==> config.mk <==
export PLATFORM = sky130hd
export DESIGN_NAME = multicycle_control
export DESIGN_NICKNAME = d
export VERILOG_FILES = /design/src/rtl/multicycle_control.sv
export SDC_FILE = /design/constraint.sdc
export NUM_CORES = 1
export LEC_CHECK = 0
export CORE_MARGIN = 5
export CORE_UTILIZATION = 43
export DETAILED_ROUTE_END_ITERATION = 12
export GPL_ROUTABILITY_DRIVEN = 0
export PLACE_DENSITY_LB_ADDON = 0.15
export SYNTH_ARGS = -nofsm -noshare
export SYNTH_HDL_FRONTEND = slang
export SYNTH_SLANG_ARGS = --single-unit
==> constraint.sdc <==
create_clock -name clk -period 2.2 [get_ports clk]
set_input_delay 0.44 -clock clk [delete_from_list [all_inputs] [get_ports clk]]
set_output_delay 0.44 -clock clk [all_outputs]
set_load 0.02 [all_outputs]
==> src/rtl/multicycle_control.sv <==
// Multicycle MIPS main control: Moore FSM sequencing fetch, decode,
// execute and writeback, with wait states on the memory handshake.
module multicycle_control #(
  parameter int CNT_W = 32
) (
  input  logic             clk,
  input  logic             reset,
  input  logic [5:0]       op,
  input  logic [5:0]       funct,
  input  logic             zero,
  input  logic             mem_ready,
  output logic             pc_en,
  output logic             iord,
  output logic             mem_write,
  output logic             ir_write,
  output logic             reg_dst,
  output logic             mem_to_reg,
  output logic             reg_write,
  output logic             alu_src_a,
  output logic [1:0]       alu_src_b,
  output logic [2:0]       alu_control,
  output logic [1:0]       pc_src,
  output logic             illegal_op,
  output logic [3:0]       state_o,
  output logic [CNT_W-1:0] instr_count
);

  localparam logic [3:0] S_FETCH   = 4'd0;
  localparam logic [3:0] S_DECODE  = 4'd1;
  localparam logic [3:0] S_MEMADR  = 4'd2;
  localparam logic [3:0] S_MEMRD   = 4'd3;
  localparam logic [3:0] S_MEMWB   = 4'd4;
  localparam logic [3:0] S_MEMWR   = 4'd5;
  localparam logic [3:0] S_RTYPEEX = 4'd6;
  localparam logic [3:0] S_RTYPEWB = 4'd7;
  localparam logic [3:0] S_BEQEX   = 4'd8;
  localparam logic [3:0] S_ADDIEX  = 4'd9;
  localparam logic [3:0] S_ADDIWB  = 4'd10;
  localparam logic [3:0] S_JEX     = 4'd11;

  localparam logic [5:0] OP_LW   = 6'b100011;
  localparam logic [5:0] OP_SW   = 6'b101011;
  localparam logic [5:0] OP_R    = 6'b000000;
  localparam logic [5:0] OP_BEQ  = 6'b000100;
  localparam logic [5:0] OP_ADDI = 6'b001000;
  localparam logic [5:0] OP_J    = 6'b000010;

  localparam logic [5:0] FN_ADD = 6'b100000;
  localparam logic [5:0] FN_SUB = 6'b100010;
  localparam logic [5:0] FN_AND = 6'b100100;
  localparam logic [5:0] FN_OR  = 6'b100101;
  localparam logic [5:0] FN_SLT = 6'b101010;

  localparam logic [2:0] ALU_ADD = 3'b010;
  localparam logic [2:0] ALU_SUB = 3'b110;
  localparam logic [2:0] ALU_AND = 3'b000;
  localparam logic [2:0] ALU_OR  = 3'b001;
  localparam logic [2:0] ALU_SLT = 3'b111;

  localparam logic [CNT_W-1:0] CNT_ONE = 1;

  logic [3:0]       state_q, state_d;
  logic [CNT_W-1:0] cnt_q, cnt_d;

  logic             is_lw, is_sw, is_r;
  logic             is_beq, is_addi, is_j;
  logic             fn_ok;
  logic [2:0]       fn_alu;

  assign is_lw   = (op == OP_LW);
  assign is_sw   = (op == OP_SW);
  assign is_r    = (op == OP_R);
  assign is_beq  = (op == OP_BEQ);
  assign is_addi = (op == OP_ADDI);
  assign is_j    = (op == OP_J);

  // Illegal funct falls back to add so the ALU sees a benign op.
  always_comb begin
    fn_ok  = 1'b1;
    fn_alu = ALU_ADD;
    unique case (funct)
      FN_ADD:  fn_alu = ALU_ADD;
      FN_SUB:  fn_alu = ALU_SUB;
      FN_AND:  fn_alu = ALU_AND;
      FN_OR:   fn_alu = ALU_OR;
      FN_SLT:  fn_alu = ALU_SLT;
      default: fn_ok  = 1'b0;
    endcase
  end

  always_ff @(posedge clk) begin
    if (reset) begin
      state_q <= S_FETCH;
      cnt_q   <= '0;
    end else begin
      state_q <= state_d;
      cnt_q   <= cnt_d;
    end
  end

  always_comb begin
    state_d = state_q;
    cnt_d   = cnt_q;
    case (state_q)
      S_FETCH: begin
        if (mem_ready) begin
          state_d = S_DECODE;
          cnt_d   = cnt_q + CNT_ONE;
        end
      end
      S_DECODE: begin
        unique case (1'b1)
          is_lw, is_sw: state_d = S_MEMADR;
          is_r:         state_d = S_RTYPEEX;
          is_beq:       state_d = S_BEQEX;
          is_addi:      state_d = S_ADDIEX;
          is_j:         state_d = S_JEX;
          default:      state_d = S_FETCH;
        endcase
      end
      S_MEMADR:  state_d = is_lw ? S_MEMRD : S_MEMWR;
      S_MEMRD:   state_d = mem_ready ? S_MEMWB : S_MEMRD;
      S_MEMWB:   state_d = S_FETCH;
      S_MEMWR:   state_d = mem_ready ? S_FETCH : S_MEMWR;
      S_RTYPEEX: state_d = fn_ok ? S_RTYPEWB : S_FETCH;
      S_RTYPEWB: state_d = S_FETCH;
      S_BEQEX:   state_d = S_FETCH;
      S_ADDIEX:  state_d = S_ADDIWB;
      S_ADDIWB:  state_d = S_FETCH;
      S_JEX:     state_d = S_FETCH;
      default:   state_d = S_FETCH;
    endcase
  end

  always_comb begin
    pc_en       = 1'b0;
    iord        = 1'b0;
    mem_write   = 1'b0;
    ir_write    = 1'b0;
    reg_dst     = 1'b0;
    mem_to_reg  = 1'b0;
    reg_write   = 1'b0;
    alu_src_a   = 1'b0;
    alu_src_b   = 2'b00;
    alu_control = ALU_ADD;
    pc_src      = 2'b00;
    illegal_op  = 1'b0;
    case (state_q)
      S_FETCH: begin
        alu_src_b = 2'b01;
        ir_write  = mem_ready;
        pc_en     = mem_ready;
      end
      S_DECODE: begin
        alu_src_b  = 2'b11;
        illegal_op = ~(is_lw | is_sw | is_r |
                       is_beq | is_addi | is_j);
      end
      S_MEMADR: begin
        alu_src_a = 1'b1;
        alu_src_b = 2'b10;
      end
      S_MEMRD: iord = 1'b1;
      S_MEMWB: begin
        mem_to_reg = 1'b1;
        reg_write  = 1'b1;
      end
      S_MEMWR: begin
        iord      = 1'b1;
        mem_write = 1'b1;
      end
      S_RTYPEEX: begin
        alu_src_a   = 1'b1;
        alu_control = fn_alu;
        illegal_op  = ~fn_ok;
      end
      S_RTYPEWB: begin
        reg_dst     = 1'b1;
        reg_write   = 1'b1;
        alu_control = fn_alu;
      end
      S_BEQEX: begin
        alu_src_a   = 1'b1;
        alu_control = ALU_SUB;
        pc_src      = 2'b01;
        pc_en       = zero;
      end
      S_ADDIEX: begin
        alu_src_a = 1'b1;
        alu_src_b = 2'b10;
      end
      S_ADDIWB: reg_write = 1'b1;
      S_JEX: begin
        pc_src = 2'b10;
        pc_en  = 1'b1;
      end
      default: ;
    endcase
    // A reset cycle must never commit architectural state.
    if (reset) begin
      pc_en      = 1'b0;
      mem_write  = 1'b0;
      ir_write   = 1'b0;
      reg_write  = 1'b0;
      illegal_op = 1'b0;
    end
  end

  assign state_o     = state_q;
  assign instr_count = cnt_q;

endmodule
==> results of run 1 <==
==> worst paths after layout <==
check                               startpoint                           end  slack, ns  depth (start not counted)
setup reg to reg       state_o[3]$_SDFFE_PP0P_  instr_count[31]$_SDFFE_PP0P_       0.07                          4
setup / recovery                      funct[4]                    illegal_op       0.02                          6
hold reg to reg   instr_count[31]$_SDFFE_PP0P_  instr_count[31]$_SDFFE_PP0P_       0.49                          2
hold / removal    instr_count[31]$_SDFFE_PP0P_  instr_count[31]$_SDFFE_PP0P_       0.49                          2
==> layer usage <==
metal  vias to the layer above  track usage, %  routed length (um)
met5                         -               0                   0
met4                         0            6.37                  79
met3                         8            3.35                 349
met2                        77            35.8                3270
met1                      1235            25.8                3120
li1                       1299               -                   -
==> cell families (layout without fill, tap and decap cells) <==
| family | after synthesis | count (layout) | share of synthesized area (%) |
|---|---|---|---|
| buffers and inverters | 22 | 122 | 3.62 |
| flip-flops | 36 | 36 | 31.6 |
| adder cells (fa/ha/maj) | 1 | 1 | 0.549 |
| XOR/XNOR | 11 | 11 | 4.23 |
| AND/OR/NAND/NOR | 154 | 154 | 39.0 |
| multiplexers | 10 | 10 | 4.89 |
| AO/OA/AOI/OAI | 57 | 57 | 16.1 |
==> state kept, by name, summed over array words and instances, names as in the netlist <==
register / cells
instr_count: 32
state_o: 4
==> through the flow <==
| stage | instances | power [W] | hold WS (ns) | TNS [ns] |
|---|---|---|---|---|
| final | 461 | 0.00141 | 0.491 | 0 |
| after global routing | 461 | 0.00148 | 0.520 | -0.0454 |
| after CTS | 461 | 0.00141 | 0.493 | -0.197 |
| after detailed placement | 453 | 0.000927 | 0.472 | -7.50 |
| after global placement | 453 | 0.000923 | 0.473 | -7.30 |
| after floorplan | 291 | 0.000794 | 0.551 | 0 |
==> layout make-up <==
cell class	count	area share, %
Timing Repair Buffer	110	29.4
Clock inverter	1	0.214
Clock buffer	7	2.46
Multi-Input combinational cell	233	44.5
Sequential cell	36	20.5
Tap cell	70	2.49
Inverter	4	0.427
==> cell usage in the layout (no fill, tap or decap), types with 2 or more instances in the layout <==
cell type | synthesis | layout
buf_2 | 0 | 2
buf_4 | 0 | 41
or3_1 | 9 | 8
nand4bb_1 | 3 | 3
or4_4 | 2 | 3
or4_1 | 11 | 10
o21ai_0 | 9 | 9
o41ai_1 | 3 | 3
buf_12 | 0 | 3
dlymetal6s2s_1 | 0 | 13
and4_1 | 4 | 4
nand2_1 | 16 | 16
clkbuf_2 | 0 | 2
and3_1 | 4 | 4
clkbuf_8 | 0 | 6
nor2b_1 | 12 | 10
and4b_1 | 2 | 2
clkdlybuf4s50_1 | 0 | 40
nor3b_2 | 0 | 2
nor3b_4 | 0 | 2
nand4_1 | 11 | 11
nor4_1 | 9 | 8
nand3_1 | 11 | 11
a31oi_1 | 2 | 2
nor2_1 | 26 | 24
nor3_1 | 17 | 15
dlygate4sd2_1 | 0 | 8
inv_1 | 4 | 4
a21oi_1 | 21 | 21
mux2_2 | 9 | 8
o31ai_1 | 9 | 9
xor2_1 | 9 | 9
nand2b_1 | 10 | 10
dfxtp_1 | 36 | 35
nor2b_2 | 0 | 2
==> worst reg2reg max path: stages, from the launching register on <==
cell and delay, ns:
dfxtp_2 0.33, or4_4 0.55, or4_4 0.58, or4_1 0.48, a21oi_1 0.15
==> repair_timing <==
action / CTS / global route
pin swaps: 1 / 6
endpoints found under the setup margin: 14 / 26
gates resized for setup: 30 / 33
hold endpoints to repair: 0 / 0
==> report_power, final <==
part / switching (W) / internal (W) / leakage, nW
Clock: 0.000231 / 0.000254 / 0.0445
Combinational: 0.000127 / 0.000126 / 1.05
Sequential: 0.00000983 / 0.000659 / 0.291
==> summary.md, run 1 <==
| Metric | Value |
|---|---|
| Ys flop type | `dfxtp_1` |
| H-tree levels | `2` |
| Top-count cell post-synth | `dfxtp_1` |
| Total core area | `5140 um2` |
| Final Hold Fails | `0` |
| Top post-synthesis cells by count | `dfxtp_1, nor2_1, a21oi_1` |
| Multi-input gate area | `1570 um2` |
| Post-Syn Area | `2280 um2` |
| Router iterations before antenna repair | `4` |
| # Post-CTS Setup Buffers | `0` |
| Via count | `2619` |
| Post-DP HPWL | `5.10 mm` |
| Yosys warnings | `0` |
| Design Area, Final | `3520 um2` |
| Crit-path cells | `clkdlybuf4s50_1 > nand2b_1 > nor3_4 > o32a_1 > nor2_1 > buf_4` |
| Top delay family on crit path | `buffers and inverters` |
| Fillers | `461` |
| Worst-path fanout max | `3` |
| Critical Path AT | `1.74 ns` |
| Hold-fix buffers, CTS | `0` |
| Fmax achieved | `458 MHz` |
| Grt total ovfl | `0` |
| Post-synth EDFFs | `0` |
| Routed WL | `6.82 mm` |
| Synth Area per Inst | `7.83 um2` |
| Outcome | `finished, final reports clean` |
| Synth cell types | `45` |
| Cells after synthesis | `291` |
| Port Buffers | `67` |
| Sequential share of the synthesized area | `31.6%` |
| Skew-Pair Late Insertion Delay | `0.29 ns` |
| CTS tree | `yes` |
| Cell Area, Placed | `3340 um2` |
| Clock Path Buffers | `2` |
| Worst VDD drop | `0.000308 V` |
| Final period util | `99.3%` |
| Worst-Margin Slew | `0.543 ns` |
| Worst Skew | `0.0136 ns` |
| Critical path's largest stage delay | `0.41 ns` |
| CP endpoint kind | `primary output` |
| Worst slew margin | `63.5%` |
| Drt first-iter violations | `167` |
| WS Path Type | `input pin to primary output` |
| Pre-CTS setup slack | `-0.639 ns` |
| Max_cap viols | `0` |
| Sink Count | `36` |
| HP Class | `flip-flop to flip-flop` |
| Tmin final | `2.18 ns` |
| Number of CTS-inserted buffers | `5` |
| Die area | `6850 um2` |
| Initial Util | `44.3%` |
| Asr flop ratio synth | `0%` |
| Synthesis-to-finish area growth | `54.3%` |
| Max stage delay cell, worst path | `clkdlybuf4s50_1` |
| Final setup margin | `0.0160 ns` |
| Leakage power | `1.38 nW` |
| Clk root buf | `clkbuf_8` |
| Share of layout cells above drive strength 1 | `21.7%` |
| Ant. Diodes | `0` |
| CP Buf/Inv Count | `2` |
| Post-synth top area cell | `dfxtp_1` |
| Final setup fails | `0` |
| Die height | `82.8 um` |
| Clock slew at reported path FFs | `0.08 ns` |
| Initial antenna violation count | `0` |
| Vias in the first global route | `2510` |
| Fin. max-slew vios | `0` |
| I/O pin cnt | `68` |
| Core Util, Final | `68.4%` |
| Row cnt | `26` |
| DR DRC count | `0` |
| Yosys reg bits | `36` |
| Largest net degree at the start of global routing | `41` |
| CP startpoint kind | `input pin` |
| Global-route wire length before repair | `11.1 mm` |
| FF/Latch Area | `722 um2` |
| Post-synth top area share | `31.6%` |
| WL per Instance | `14.8 um` |
| All-layer global routing usage | `20.5%` |
| Worst Path Required | `1.76 ns` |
| Cell Pwr Density | `400 nW/um2` |
| DIE WIDTH | `82.8 um` |
| Layout net count | `407` |
| Net Count, Synth | `308` |
| Top cells by area, synth | `dfxtp_1, a21oi_1, mux2_2` |
| ANT nets after route | `0` |
| Via density | `5.68` |
Power figures use the tool's default switching activity.
==> inputs of run 2 (changes only) <==
- CORE_UTILIZATION: 43 -> 45
- GPL_ROUTABILITY_DRIVEN: 0 -> default
- clock period: 2.2 -> 2.7 ns (I/O delays scaled with it)
==> run 2 against run 1 <==
Flip-flop and latch count did not move. First-iteration DRC count fell by 10%. Total power fell by 20%. Clock power fell by 17%. Routed wire length fell by 5.3%. Sequential share of layout area rose by 1.5 points. Critical endpoint unchanged. Largest power group unchanged.
==> summary.md, run 2 (same netlist as run 1, synthesis figures left out) <==
| Metric | Value |
|---|---|
| Largest net degree at the start of global routing | `23` |
| Cell Area, Placed | `3180 um2` |
| Worst slew margin | `62.2%` |
| CP endpoint kind | `primary output` |
| Cell Pwr Density | `344 nW/um2` |
| # Post-CTS Setup Buffers | `0` |
| Hold-fix buffers, CTS | `0` |
| RSZ-0062 raised after global routing | `no` |
| Vias in the first global route | `2296` |
| Fin cells | `444` |
| Sink Count | `36` |
| Tmin final | `2.60 ns` |
| Fmax achieved | `384 MHz` |
| RD Place Congestion | `0.878` |
| Grt total ovfl | `0` |
| Total negative setup slack | `0 ns` |
| Initial Util | `47.3%` |
| CTS tree | `yes` |
| HP Class | `flip-flop to flip-flop` |
| Commonest non-fill, non-tap cell in the layout | `clkdlybuf4s50_1` |
| GRT met1 Usage | `26.7%` |
| Port Buffers | `67` |
| Crit-path cells | `clkdlybuf4s50_1 > and4b_1 > o21ba_2 > o32a_1 > nor2_1 > buf_2` |
| Worst-path fanout max | `3` |
| Most frequent cells in the layout | `clkdlybuf4s50_1, dfxtp_1, buf_4, nor2_1, a21oi_1` |
| Final setup fails | `0` |
| Final Hold Fails | `0` |
| Max stage delay cell, worst path | `clkdlybuf4s50_1` |
| Router iterations before antenna repair | `4` |
| Ant. Diodes | `0` |
| Max_cap viols | `0` |
| Layout net count | `393` |
| Post-DP HPWL | `4.81 mm` |
| Fin. max-slew vios | `0` |
| Design Area, Final | `3290 um2` |
| Grt met2 use | `34.1%` |
| Initial antenna violation count | `0` |
| Via density | `5.64` |
| Critical path's largest stage delay | `0.49 ns` |
| Share of layout cells above drive strength 1 | `15.1%` |
| Worst VDD drop | `0.000191 V` |
| Critical Path AT | `2.06 ns` |
| DR DRC count | `0` |
| Leakage power | `1.15 nW` |
| Via count | `2502` |
| Worst Skew | `0.00951 ns` |
| GR peak layer | `met2` |
| Row cnt | `25` |
| Worst-Margin Slew | `0.561 ns` |
| WS Path Type | `input pin to primary output` |
| Clock slew at reported path FFs | `0.07 ns` |
| Skew-Pair Late Insertion Delay | `0.29 ns` |
| Met3 global-route usage | `4.66%` |
| ANT nets after route | `0` |
| Number of CTS-inserted buffers | `5` |
| Final period util | `96.5%` |
| Clk root buf | `clkbuf_8` |
| All-layer global routing usage | `20.3%` |
| H-tree levels | `2` |
| CP startpoint kind | `input pin` |
| Synthesis-to-finish area growth | `44.4%` |
| I/O pin cnt | `68` |
| Total core area | `4820 um2` |
| Die height | `81.2 um` |
| Drt first-iter violations | `150` |
| DIE WIDTH | `81.2 um` |
| Core Util, Final | `68.3%` |
| Die area | `6590 um2` |
| Fillers | `433` |
| WL per Instance | `14.5 um` |
| Max reg flops | `32` |
| Global-route wire length before repair | `10.7 mm` |
| Routed WL | `6.45 mm` |
| Clock Path Buffers | `2` |
| Outcome | `finished, final reports clean` |
| Placed Instances | `436` |
| Worst Path Required | `2.16 ns` |
## run 2: through the flow
step                      setup slack, ns  power [W]  hold slack (ns)
final                              0.0951    0.00113            0.487
after global routing               0.0182    0.00118            0.544
after CTS                          0.0490    0.00114            0.490
after detailed placement           -0.348   0.000740            0.477
after global placement             -0.320   0.000737            0.473
after floorplan                     0.343   0.000646            0.551
## run 2: final cells by class
| type | count | area [um2] | area share (%) |
|---|---|---|---|
| clock buffers | 7 | 86.3 | 2.62 |
| clock inverters | 1 | 7.51 | 0.228 |
| inverters | 4 | 15.0 | 0.456 |
| multi-input cells | 233 | 1490 | 45.2 |
| flip-flops and latches | 36 | 724 | 22.0 |
| well taps | 67 | 83.8 | 2.55 |
| repair buffers | 96 | 885 | 26.9 |
## run 2: layer usage
layer / part of all wire [%] / wire length [um]
met1: 48 / 3100
met2: 47 / 3010
met3: 4.6 / 299
met4: 0.68 / 44
met5: 0 / 0
## run 2: report_power, final
part / switching, W / internal [W]
clock: 0.000197 / 0.000207
sequential: 0.0000109 / 0.000537
combinational: 0.0000894 / 0.0000903
total: 0.000298 / 0.000834
## run 2: critical path, delay by kind of cell
| family | cells | cell delay (ns) |
|---|---|---|
| buf+inv | 2 | 0.66 |
| compound gates | 2 | 0.56 |
| simple gates | 2 | 0.30 |
## run 2: repair_timing
item	4_1_cts	5_1_grt
hold endpoints to repair	0	0
pin swaps	0	0
resized for setup	9	6
setup endpoints to repair	5	7
## run 2: worst paths after layout
kind	depth (start not counted)	startpoint	slack, ns	to
worst max-delay path	6	op[2]	0.1	illegal_op
worst min-delay path	2	instr_count[31]$_SDFFE_PP0P_	0.49	instr_count[31]$_SDFFE_PP0P_
worst max register to register	4	state_o[3]$_SDFFE_PP0P_	0.46	instr_count[31]$_SDFFE_PP0P_
worst min register to register	2	instr_count[31]$_SDFFE_PP0P_	0.49	instr_count[31]$_SDFFE_PP0P_
==> inputs of run 3 (changes only) <==
- ABC_CLOCK_PERIOD_IN_PS: default -> 2700
- CTS_BUF_LIST: default -> sky130_fd_sc_hd__clkbuf_4 sky130_fd_sc_hd__clkbuf_8 sky130_fd_sc_hd__clkbuf_16
==> run 3 against run 2 <==
Final cell count stayed put. Clock skew shrank 0.00087 ns. Clock power increased by 1%. Non-clock buffer count did not move. Global-route usage increased by 0.070 points. Sequential power barely moved. Routed wire length shrank 0.25%. Via count grew 0.48%. First-iteration DRC count down 4.0%. Critical path type unchanged. Critical endpoint unchanged. Largest power group unchanged.
==> summary.md, run 3 (same netlist as run 1, synthesis figures left out) <==
| Metric | Value |
|---|---|
| Outcome | `finished, final reports clean` |
| Most frequent cells in the layout | `clkdlybuf4s50_1, dfxtp_1, buf_4, nor2_1, a21oi_1` |
| Hold-fix buffers, CTS | `0` |
| Share of layout cells above drive strength 1 | `15.4%` |
| Number of CTS-inserted buffers | `5` |
| Grt total ovfl | `0` |
| GR peak layer | `met2` |
| Vias in the first global route | `2299` |
| Port Buffers | `67` |
| ANT nets after route | `0` |
| Clock slew at reported path FFs | `0.07 ns` |
| Post-DP HPWL | `4.81 mm` |
| Sink Count | `36` |
| Tmin final | `2.60 ns` |
| Worst-Margin Slew | `0.611 ns` |
| Met3 global-route usage | `4.66%` |
| Tot Pwr | `0.00114 W` |
| Skew-Pair Late Insertion Delay | `0.29 ns` |
| Critical path origin | `op[2]` |
| Via count | `2514` |
| Worst VDD drop | `0.000199 V` |
| Via density | `5.66` |
| WS Path Type | `input pin to primary output` |
| All-layer global routing usage | `20.3%` |
| Final Hold Fails | `0` |
| Initial Util | `47.3%` |
| I/O pin cnt | `68` |
| CP startpoint kind | `input pin` |
| Worst Path Required | `2.16 ns` |
| CTS tree | `yes` |
| DR DRC count | `0` |
| RD Place Congestion | `0.878` |
| Die height | `81.2 um` |
| Grt met2 use | `34.2%` |
| HP Class | `flip-flop to flip-flop` |
| WL per Instance | `14.5 um` |
| R2R Path Start | `state_o[3]$_SDFFE_PP0P_` |
| H-tree levels | `2` |
| Leakage power | `1.16 nW` |
| Layout net count | `393` |
| Total core area | `4820 um2` |
| Final period util | `96.4%` |
| Synthesis-to-finish area growth | `44.6%` |
| Clk root buf | `clkbuf_8` |
| Worst Skew | `0.00864 ns` |
| Commonest non-fill, non-tap cell in the layout | `clkdlybuf4s50_1` |
| Ant. Diodes | `0` |
| Worst slew margin | `58.9%` |
| Fmax achieved | `384 MHz` |
| Die area | `6590 um2` |
| Row cnt | `25` |
| Worst Hold Launch | `instr_count[31]$_SDFFE_PP0P_` |
| DIE WIDTH | `81.2 um` |
| GRT met1 Usage | `26.7%` |
| Drt first-iter violations | `144` |
| Largest net degree at the start of global routing | `23` |
| Max reg flops | `32` |
| Routed WL | `6.44 mm` |
| Design Area, Final | `3290 um2` |
| Clock Path Buffers | `2` |
| CP endpoint kind | `primary output` |
| RSZ-0062 raised after global routing | `no` |
| Fin. max-slew vios | `0` |
| Worst-path fanout max | `3` |
| Critical Path AT | `2.06 ns` |
| Cell Pwr Density | `346 nW/um2` |
| Router iterations before antenna repair | `4` |
| Global-route wire length before repair | `10.8 mm` |
| Final setup fails | `0` |
| Initial antenna violation count | `0` |
| Cell Area, Placed | `3180 um2` |
| Max_cap viols | `0` |
-- run 3: cell counts in the layout (fill, tap and decap cells not counted) --
No cell type changed its count.
-- run 3: where the power goes --
part           switching [W]  internal, W
Clock               0.000193     0.000217
Combinational      0.0000894    0.0000903
Sequential         0.0000110     0.000537
-- run 3: through the flow --
stage	setup TNS [ns]	utilization, %	setup slack [ns]	cells	hold WS (ns)
after CTS	0	68.1	0.0503	444	0.490
after global placement	-0.462	66.1	-0.320	436	0.473
final	0	68.4	0.0981	444	0.489
after floorplan	0	-	0.343	291	0.551
after global routing	0	68.4	0.0182	444	0.544
after detailed placement	-0.581	66.1	-0.348	436	0.477
-- run 3: area by class of cell --
cell class,instances,area [um2]
fillers,435,1520
multi-input cells,233,1490
repair buffers,96,885
flip-flops and latches,36,724
clock buffers,7,90.1
well taps,67,83.8
inverters,4,15.0
clock inverters,1,7.51
-- run 3: critical path, stage by stage --
cell and delay [ns]:
clkdlybuf4s50_1 0.49, and4b_1 0.20, o21ba_2 0.19, o32a_1 0.37
nor2_1 0.10, buf_2 0.17
-- run 3: what timing repair did --
item	CTS	global route
endpoints found under the hold margin	0	0
resized for setup	9	6
buffers inserted	0	0
endpoints found under the setup margin	5	7
-- run 3: worst paths after layout --
kind | endpoint | slack [ns] | cells past startpoint
worst max-delay path | illegal_op | 0.1 | 6
worst min-delay path | instr_count[31]$_SDFFE_PP0P_ | 0.49 | 2
worst max register to register | instr_count[31]$_SDFFE_PP0P_ | 0.45 | 4
worst min register to register | instr_count[31]$_SDFFE_PP0P_ | 0.49 | 2
-- run 3: per-layer routing --
layer	wire length (um)	vias to the layer above
li1	-	1267
met1	3050	1170
met3	345	4
met2	3010	73
met4	39	0
met5	0	-
